File: src/rtl/alu_ctrl_issue_pkg.sv
// Shared constants and types for the ALU control issue block: ALU operation
// codes, MIPS opcode/funct values and the skid-buffer occupancy encoding.
package alu_ctrl_issue_pkg;

  localparam int ALU_DATA_W = 32;
  localparam int ALU_CTRL_W = 5;

  // ALU operation codes understood by the EX-stage ALU
  localparam logic [4:0] ALU_AND = 5'd0;
  localparam logic [4:0] ALU_OR  = 5'd1;
  localparam logic [4:0] ALU_ADD = 5'd2;
  localparam logic [4:0] ALU_SUB = 5'd6;

  // Primary opcodes (instr[31:26])
  localparam logic [5:0] OP_RTYPE = 6'h00;
  localparam logic [5:0] OP_BEQ   = 6'h04;
  localparam logic [5:0] OP_BNE   = 6'h05;
  localparam logic [5:0] OP_ADDI  = 6'h08;
  localparam logic [5:0] OP_ADDIU = 6'h09;
  localparam logic [5:0] OP_ANDI  = 6'h0C;
  localparam logic [5:0] OP_ORI   = 6'h0D;
  localparam logic [5:0] OP_LW    = 6'h23;
  localparam logic [5:0] OP_SW    = 6'h2B;

  // R-type function codes (instr[5:0])
  localparam logic [5:0] FN_ADD  = 6'h20;
  localparam logic [5:0] FN_ADDU = 6'h21;
  localparam logic [5:0] FN_SUB  = 6'h22;
  localparam logic [5:0] FN_SUBU = 6'h23;
  localparam logic [5:0] FN_AND  = 6'h24;
  localparam logic [5:0] FN_OR   = 6'h25;

  // Number of valid entries held between ID and EX
  typedef enum logic [1:0] {
    OCC_EMPTY = 2'd0,
    OCC_ONE   = 2'd1,
    OCC_FULL  = 2'd2
  } occ_t;

endpackage

File: src/rtl/alu_ctrl_issue_decode.sv
// Pure combinational MIPS decode: instruction word -> ALU code, operand-B
// select, extended immediate and an illegal flag. Unsupported encodings
// fall back to a harmless add with a zero immediate so no X ever leaves.
module alu_ctrl_issue_decode
  import alu_ctrl_issue_pkg::*;
#(
  parameter int DATA_W = 32,
  parameter int CTRL_W = 5
) (
  input  logic [DATA_W-1:0] instr,
  output logic [CTRL_W-1:0] code,
  output logic              src_imm,
  output logic [DATA_W-1:0] imm,
  output logic              illegal
);

  logic [5:0]        op;
  logic [5:0]        funct;
  logic [15:0]       imm16;
  logic [DATA_W-1:0] imm_sext;
  logic [DATA_W-1:0] imm_zext;
  logic              unused_reg_fields;

  assign op       = instr[31:26];
  assign funct    = instr[5:0];
  assign imm16    = instr[15:0];
  assign imm_sext = {{(DATA_W-16){imm16[15]}}, imm16};
  assign imm_zext = {{(DATA_W-16){1'b0}}, imm16};

  // Register specifiers are consumed by the register file, not here
  assign unused_reg_fields = ^instr[25:16];

  // Opcode/funct table lookup with a safe fallback for anything unknown
  always_comb begin
    code    = CTRL_W'(ALU_ADD);
    src_imm = 1'b0;
    imm     = {DATA_W{1'b0}};
    illegal = 1'b0;
    case (op)
      OP_RTYPE: begin
        case (funct)
          FN_ADD, FN_ADDU: code = CTRL_W'(ALU_ADD);
          FN_SUB, FN_SUBU: code = CTRL_W'(ALU_SUB);
          FN_AND:          code = CTRL_W'(ALU_AND);
          FN_OR:           code = CTRL_W'(ALU_OR);
          default:         illegal = 1'b1;
        endcase
      end
      OP_ADDI, OP_ADDIU, OP_LW, OP_SW: begin
        code    = CTRL_W'(ALU_ADD);
        src_imm = 1'b1;
        imm     = imm_sext;
      end
      OP_ANDI: begin
        code    = CTRL_W'(ALU_AND);
        src_imm = 1'b1;
        imm     = imm_zext;
      end
      OP_ORI: begin
        code    = CTRL_W'(ALU_OR);
        src_imm = 1'b1;
        imm     = imm_zext;
      end
      OP_BEQ, OP_BNE: begin
        code = CTRL_W'(ALU_SUB);
        imm  = imm_sext;
      end
      default: illegal = 1'b1;
    endcase
  end

endmodule

File: src/rtl/alu_ctrl_issue.sv
// ID/EX issue stage: decodes the incoming instruction and holds it in a
// 2-entry skid buffer (head + skid). EX sees only the head register, so
// outputs are glitch-free and stay put while EX stalls.
module alu_ctrl_issue
  import alu_ctrl_issue_pkg::*;
#(
  parameter int DATA_W = 32,
  parameter int CTRL_W = 5
) (
  input  logic              clk,
  input  logic              reset,
  input  logic              in_valid,
  output logic              in_ready,
  input  logic [DATA_W-1:0] in_instr,
  input  logic              flush,
  output logic              out_valid,
  input  logic              out_ready,
  output logic [CTRL_W-1:0] sig_alu_control,
  output logic              out_alu_src_imm,
  output logic [DATA_W-1:0] out_imm,
  output logic              out_illegal
);

  localparam int ENT_W = CTRL_W + DATA_W + 2;
  // Entry layout: {code, src_imm, imm, illegal}
  localparam logic [ENT_W-1:0] RESET_ENT = {CTRL_W'(ALU_ADD), 1'b0, {DATA_W{1'b0}}, 1'b0};

  logic [CTRL_W-1:0] dec_code;
  logic              dec_src_imm;
  logic [DATA_W-1:0] dec_imm;
  logic              dec_illegal;
  logic [ENT_W-1:0]  dec_ent;

  logic [ENT_W-1:0]  head_r;
  logic [ENT_W-1:0]  skid_r;
  occ_t              state_r;
  occ_t              state_nxt;

  logic              accept;
  logic              pop;
  logic              load_head_dec;
  logic              load_head_skid;
  logic              load_skid;

  alu_ctrl_issue_decode #(
    .DATA_W (DATA_W),
    .CTRL_W (CTRL_W)
  ) u_decode (
    .instr   (in_instr),
    .code    (dec_code),
    .src_imm (dec_src_imm),
    .imm     (dec_imm),
    .illegal (dec_illegal)
  );

  assign dec_ent = {dec_code, dec_src_imm, dec_imm, dec_illegal};

  // Handshake flags come from the state register only, never from out_ready
  assign in_ready  = (state_r != OCC_FULL);
  assign out_valid = (state_r != OCC_EMPTY);
  assign accept    = in_valid && in_ready && !flush;
  assign pop       = out_valid && out_ready;

  // Occupancy next-state and register load selects; flush wins over everything
  always_comb begin
    state_nxt      = state_r;
    load_head_dec  = 1'b0;
    load_head_skid = 1'b0;
    load_skid      = 1'b0;
    if (flush) begin
      state_nxt = OCC_EMPTY;
    end else begin
      case (state_r)
        OCC_EMPTY: begin
          if (accept) begin
            load_head_dec = 1'b1;
            state_nxt     = OCC_ONE;
          end else begin
            state_nxt = OCC_EMPTY;
          end
        end
        OCC_ONE: begin
          if (accept && pop) begin
            load_head_dec = 1'b1;
            state_nxt     = OCC_ONE;
          end else if (accept) begin
            load_skid = 1'b1;
            state_nxt = OCC_FULL;
          end else if (pop) begin
            state_nxt = OCC_EMPTY;
          end else begin
            state_nxt = OCC_ONE;
          end
        end
        OCC_FULL: begin
          if (pop) begin
            load_head_skid = 1'b1;
            state_nxt      = OCC_ONE;
          end else begin
            state_nxt = OCC_FULL;
          end
        end
        default: state_nxt = OCC_EMPTY;
      endcase
    end
  end

  // Occupancy state register
  always_ff @(posedge clk or posedge reset) begin
    if (reset) begin
      state_r <= OCC_EMPTY;
    end else begin
      state_r <= state_nxt;
    end
  end

  // Head/skid data registers; head holds its value when the buffer drains
  always_ff @(posedge clk or posedge reset) begin
    if (reset) begin
      head_r <= RESET_ENT;
      skid_r <= RESET_ENT;
    end else begin
      if (load_head_dec) begin
        head_r <= dec_ent;
      end else if (load_head_skid) begin
        head_r <= skid_r;
      end
      if (load_skid) begin
        skid_r <= dec_ent;
      end
    end
  end

  assign {sig_alu_control, out_alu_src_imm, out_imm, out_illegal} = head_r;

endmodule
File: config.mk
export PLATFORM = sky130hd
export DESIGN_NAME = alu_ctrl_issue
export DESIGN_NICKNAME = d
export VERILOG_FILES = /design/src/rtl/alu_ctrl_issue_pkg.sv /design/src/rtl/alu_ctrl_issue_decode.sv /design/src/rtl/alu_ctrl_issue.sv
export SDC_FILE = /design/constraint.sdc
export NUM_CORES = 1
export LEC_CHECK = 0
export ABC_CLOCK_PERIOD_IN_PS = 6300
export CAP_MARGIN = 30
export CORE_MARGIN = 2
export CORE_UTILIZATION = 32
export DETAILED_ROUTE_END_ITERATION = 10
export SETUP_SLACK_MARGIN = 0.02
export SLEW_MARGIN = 20
export SYNTH_ARGS = -nofsm -noshare
export SYNTH_HDL_FRONTEND = slang
export SYNTH_SLANG_ARGS = --single-unit
File: constraint.sdc
create_clock -name clk -period 6.3 [get_ports clk]
set_input_delay 0.63 -clock clk [delete_from_list [all_inputs] [get_ports clk]]
set_output_delay 0.63 -clock clk [all_outputs]
set_load 0.05 [all_outputs]
Word level (Yosys, flattened, before mapping)

Cells that the tools add are included.

$add $sub $neg: 0
Multipliers: 0
Div/mod/pow operators: 0
Order comparisons: 0
Equal/unequal tests: 17
Shift operators: 0
Mux-type cells: 25
Bitwise gates (word level): 0
Reduce and logical (&&, ||, !) cells: 16

Operators by type and width:

| operator           | number |
|---|---|
| $mux 39            | 2 |
| $pmux 32 s2        | 1 |
| $eq 6x6->1 const B | 8 |
| $eq 6x4->1 const B | 4 |
| $pmux 5 s4         | 1 |
| $reduce_or 6->1    | 3 |
| $mux 1             | 13 |
| $eq 6x3->1 const B | 2 |
| $pmux 3 s3         | 1 |
| $mux 2             | 4 |
| $reduce_or 8->1    | 1 |
| $logic_not 6->1    | 1 |
| $pmux 2 s3         | 1 |
| $reduce_or 2->1    | 3 |
| $logic_and 1x1->1  | 4 |
| $pmux 1 s2         | 2 |
| $reduce_bool 2->1  | 2 |
| $eq 2x1->1 const B | 1 |
| $eq 2x2->1 const B | 1 |
| $logic_not 2->1    | 1 |
| $ne 2x2->1 const B | 1 |
| $logic_not 1->1    | 1 |

Bits in registers: 80
Bits in latches: 0
Memory bits (writable): 0
Bits in read-only memories: 0
Input port bits: 37
Output and inout bits: 41
Memories kept: 0

Longest topological paths before layout

Depth in word-level cells: 8
Depth in mapped cells: 10
Gate-level depth less buffers: 8

By module

From an unflattened synthesis, not the netlist that was laid out.

Cells, all modules: 295
Area, all modules: 3833.7 um2

By module, submodules not included:

| module                | instances | cells an instance | area an instance (um2) | sequential area each (um2) |
|---|---|---|---|---|
| alu_ctrl_issue        | 1         | 234               | 3347.0                 | 2004.4 |
| alu_ctrl_issue_decode | 1         | 61                | 486.7                  | 0.0 |

Worst setup path before layout

No wires, ideal clock.

Path kind: flip-flop to flip-flop
Start: register state_r[0]
End: register head_r[10]
Library setup time: 0.096 ns
Arrival time: 2.156 ns
Data required time: 6.204 ns
Path slack: 4.048 ns
Stages on the path, launching flop included: 11
Buffers on the path: 2
Path through: dfrtp_1 > clkbuf_2 > or2_2 > nand2_1 > inv_1 > ha_1 > mux2_1 > a21oi_1 > clkbuf_1 > a22oi_1 > o31ai_1

RTL lines:

| item                                         | line                  | text |
|---|---|---|
| start, declared                              | alu_ctrl_issue.sv:36  | `occ_t state_r;` |
| start signal, assigned                       | alu_ctrl_issue.sv:113 | `state_r <= state_nxt;` |
| $reduce_bool 2->1 (*)                        | alu_ctrl_issue.sv:60  | `assign out_valid = (state_r != OCC_EMPTY);` |
| named net out_valid                          | alu_ctrl_issue.sv:16  | `output logic out_valid,` |
| $logic_and 1x1->1 (*)                        | alu_ctrl_issue.sv:62  | `assign pop = out_valid && out_ready;` |
| $logic_and 1x1->1                            | alu_ctrl_issue.sv:83  | `if (accept && pop) begin` |
| $mux 1                                       | alu_ctrl_issue.sv:83  |  |
| $pmux 1 s2                                   | alu_ctrl_issue.sv:73  | `case (state_r)` |
| $mux 1                                       | alu_ctrl_issue.sv:70  | `if (flush) begin` |
| $mux 39 or $reduce_bool 2->1 (tied branches) | -                     |  |
| end signal, assigned                         | alu_ctrl_issue.sv:124 | `head_r <= dec_ent;` |
| end signal, assigned                         | alu_ctrl_issue.sv:126 | `head_r <= skid_r;` |
| end, declared                                | alu_ctrl_issue.sv:34  | `logic [ENT_W-1:0] head_r;` |

Mark *: on every way through the listed nets, which the timed path passes. The rest lies on a longest branch.
A chain may end at the register's enable or synchronous reset.

Worst setup path in the final report

Start: input flush
End: register skid_r[33]

Word-level cells in the longest chain between the ends: 6

Ends and longest elaborated chain:

| item                                        | line                                       | text |
|---|---|---|
| start, declared                             | alu_ctrl_issue.sv:15                       | `input logic flush,` |
| $logic_not 1->1                             | alu_ctrl_issue.sv:61                       | `assign accept = in_valid && in_ready && !flush;` |
| $logic_and 1x1->1                           | alu_ctrl_issue.sv:61                       |  |
| $mux 1 or $logic_and 1x1->1 (tied branches) | alu_ctrl_issue.sv:86, alu_ctrl_issue.sv:83 |  |
| $mux 1                                      | alu_ctrl_issue.sv:83                       |  |
| $mux 1                                      | alu_ctrl_issue.sv:73                       |  |
| $mux 1 (*)                                  | alu_ctrl_issue.sv:70                       |  |
| end signal, assigned                        | alu_ctrl_issue.sv:129                      | `skid_r <= dec_ent;` |
| end, declared                               | alu_ctrl_issue.sv:35                       | `logic [ENT_W-1:0] skid_r;` |

Every way passes the cells marked *; elsewhere a longest branch is shown, timed or not.

==> run_results.csv <==
group,metric,value,unit
timing,slew_headroom,46.6,%
clocking,cts_inserted_buffers,5,
die,num_io_pins,78,
timing,min_period,2.87,ns
power,powerDensity,237,nW/um^2
die,fp.dieW,88.9,um
die,fp.dieArea,7900,sq um
route,drtIter0Drc,90,
die,die_y,88.9,um
critical_path,cp.arrival,3.10,ns
timing,timing.hold.ws,0.477,ns
place,globalplace.congestion,0.791,
clocking,cts_setup_buffers,0,
timing,total_count_of_hold_check_failures_in_the_final_report,0,
power,ir_drop,0.0764,mV
clocking,insertion_delay,0.29,ns
power,design_power_total,0.722,mW
critical_path,cp-end-kind,"register",
critical_path,setup.worst_path.class,"input pin to register",
grt,grt_overall_usage,14.3,%
timing,skew,0.00579,ns
layout,antenna-diode-count,0,
die,rows,30,
synthesis,synth_top_area_share,47.7,%
clocking,cts_hold_buffers,0,
timing,slew_violations,0,
critical_path,highest_fanout_seen_on_the_critical_path,19,
timing,setup_tns,0,ns
route,first_pass_iters,4,
clocking,cts_buffer_depth,2,
timing,setup_repair_after_global_routing_missed_its_margin,"no",
route,drc_errors,0,
grt,grt_first_pass_wirelength,8.74,mm
place,buffer_ports.inserted,65,
grt,first_global_vias,1731,
die,core_area,6870,sq um
synthesis,ys_async_sr_fraction,100,%
timing,fin_crit_share,45.5,%
timing,setup-violations-final,0,
timing,tightest_slew,0.799,ns
synthesis,ys.warnings.count,0,
grt,grt_start_max_net_pins,34,
layout,syn2layout_area_growth,32.2,%
route,wirelength,5.30,mm
synthesis,ys_ff_latch,46,
clocking,htree_levels,2,
power,leakagePower,1.35,nW
clocking,tritoncts,"done",
layout,final_layout_size_suffix_gt1_share,8.33,%
synthesis,netlist.top_cell.by_area,"sky130_fd_sc_hd__dfrtp_1",
run_status,status,"completed",
route,detail-route-antenna-nets,0,
synthesis,yosysMostFrequentCell,"sky130_fd_sc_hd__dfrtp_1",
hold_path,hold_path_class,"register to register",
grt,initial_antenna_violation_count,0,
timing,fmax,0.348,GHz
synthesis,synthTopCellsByCount,"44 x sky130_fd_sc_hd__dfrtp_1, 33 x sky130_fd_sc_hd__nand2_1, 19 x sky130_fd_sc_hd__o21ai_0, 17 x sky130_fd_sc_hd__buf_4, 16 x sky130_fd_sc_hd__o31ai_1",
place,dp_hpwl,3.69,mm
route,drt-vias-per-instance,4.91,
route,route.vias.total,1828,
clocking,clock_sink_count,46,
critical_path,cp.required,6.53,ns
synthesis,post_synth_num_cell_types,42,
route,drt-wirelength-per-cell,14.2,um
clocking,clock_transition_at_the_register_clock_pins_on_the_worst_setup_and_hold_paths_after_cts,0.08,ns
synthesis,syn_inst,228,
die,start_util,33.6,%
synthesis,synth_area_leaders,"sky130_fd_sc_hd__dfrtp_1 48%, sky130_fd_sc_hd__buf_4 5.5%, sky130_fd_sc_hd__nand2_1 5.4%",
synthesis,synth_enable_flop_cells,0,
synthesis,sequential_area_share_after_synthesis,50.0,%
grt,grt-ovfl-total,0,
synthesis,post_synth_instance_area,2310,sq um
critical_path,cp-start-kind,"input pin",
synthesis,synth-main-ff-cell,"sky130_fd_sc_hd__dfrtp_1",
flow_run,max_cap_viol_count,0,
clocking,post_cts_resize_count,0,
synthesis,post_synth.cell_area_avg,10.1,sq um
clocking,cts.root.buffer_cell,"sky130_fd_sc_hd__clkbuf_8",
layout,post_layout_nets,314,
cell families (layout without fill, tap and decap cells):
logic type               after synthesis  after routing  synth area share (%)
adder cells (fa/ha/maj)                2              2                  1.09
other                                  1              2                 0.163
XOR/XNOR                               1              1                 0.380
AO/OA/AOI/OAI                         74             74                  23.3
multiplexers                           4              4                  1.90
AND/OR/NAND/NOR                       57             57                  12.2
buffers and inverters                 43             90                  11.0
flip-flops                            46             46                  50.0
routing by layer:
metal	global-route usage, %	up-vias	part of all wire [%]
met1	20.7	877	48
met3	3.14	6	5.3
met5	0	-	0
met4	4.27	0	1.2
met2	21.6	60	46
li1	-	885	-
flip-flops by register name, indices dropped and copies added (netlist names):
signal and flops:
state_r 2, skid_r 22, head_r 22
cell type report:
type | count | area (sq um)
Multi-Input combinational cell | 140 | 918
Clock inverter | 1 | 30.0
Clock buffer | 7 | 76.3
Inverter | 12 | 45.0
Timing Repair Buffer | 70 | 704
Fill cell | 667 | 3820
Tap cell | 96 | 120
Sequential cell | 46 | 1150
critical path, cell delays in order:
cell	delay, ns
sky130_fd_sc_hd__clkdlybuf4s50_1	0.52
sky130_fd_sc_hd__nor3b_1	0.33
sky130_fd_sc_hd__ha_1	0.23
sky130_fd_sc_hd__nand3_1	0.57
sky130_fd_sc_hd__buf_4	0.46
sky130_fd_sc_hd__a211oi_1	0.26
sky130_fd_sc_hd__a21o_1	0.11
metrics by stage:
stage               setup WS (ns)  cells  area, sq um  utilization, %
floorplan                    4.05    229         2310               -
global placement             3.12    362         2910            42.4
detailed placement           3.12    363         2930            42.7
CTS                          3.41    371         3040            44.2
global route                 3.19    372         3050            44.4
finish                       3.43    372         3050            44.4
report_power, final:
part,switching (mW),internal [mW]
clock network,0.0932,0.119
logic,0.109,0.0648
registers,0.0156,0.321
total,0.217,0.504
layout by cell type, fill, tap and decap left out, types with 3 or more instances in the layout:
cell,Yosys,layout
sky130_fd_sc_hd__o21ai_0,19,19
sky130_fd_sc_hd__a21o_1,8,8
sky130_fd_sc_hd__inv_1,12,11
sky130_fd_sc_hd__dfrtp_1,44,44
sky130_fd_sc_hd__nand2_1,33,33
sky130_fd_sc_hd__o31ai_1,16,16
sky130_fd_sc_hd__a22oi_1,13,13
sky130_fd_sc_hd__clkdlybuf4s50_1,0,65
sky130_fd_sc_hd__o31ai_2,4,4
sky130_fd_sc_hd__clkbuf_8,0,5
sky130_fd_sc_hd__a22o_1,7,7
sky130_fd_sc_hd__nor2_1,5,5
sky130_fd_sc_hd__buf_4,17,3
sky130_fd_sc_hd__and3_1,3,3
worst paths after layout:
kind                       startpoint         end  slack, ns  depth (start not counted)
setup / recovery                flush  skid_r[33]       3.43                          7
hold / removal             skid_r[36]  skid_r[36]       0.48                          2
setup reg to reg           state_r[0]  skid_r[33]       3.71                          7
hold reg to reg            skid_r[36]  skid_r[36]       0.48                          2
max in group asynchronous       reset  head_r[35]       5.15                          3
min in group asynchronous       reset  skid_r[15]       0.60                          2
(Power assumes the default switching activity.)
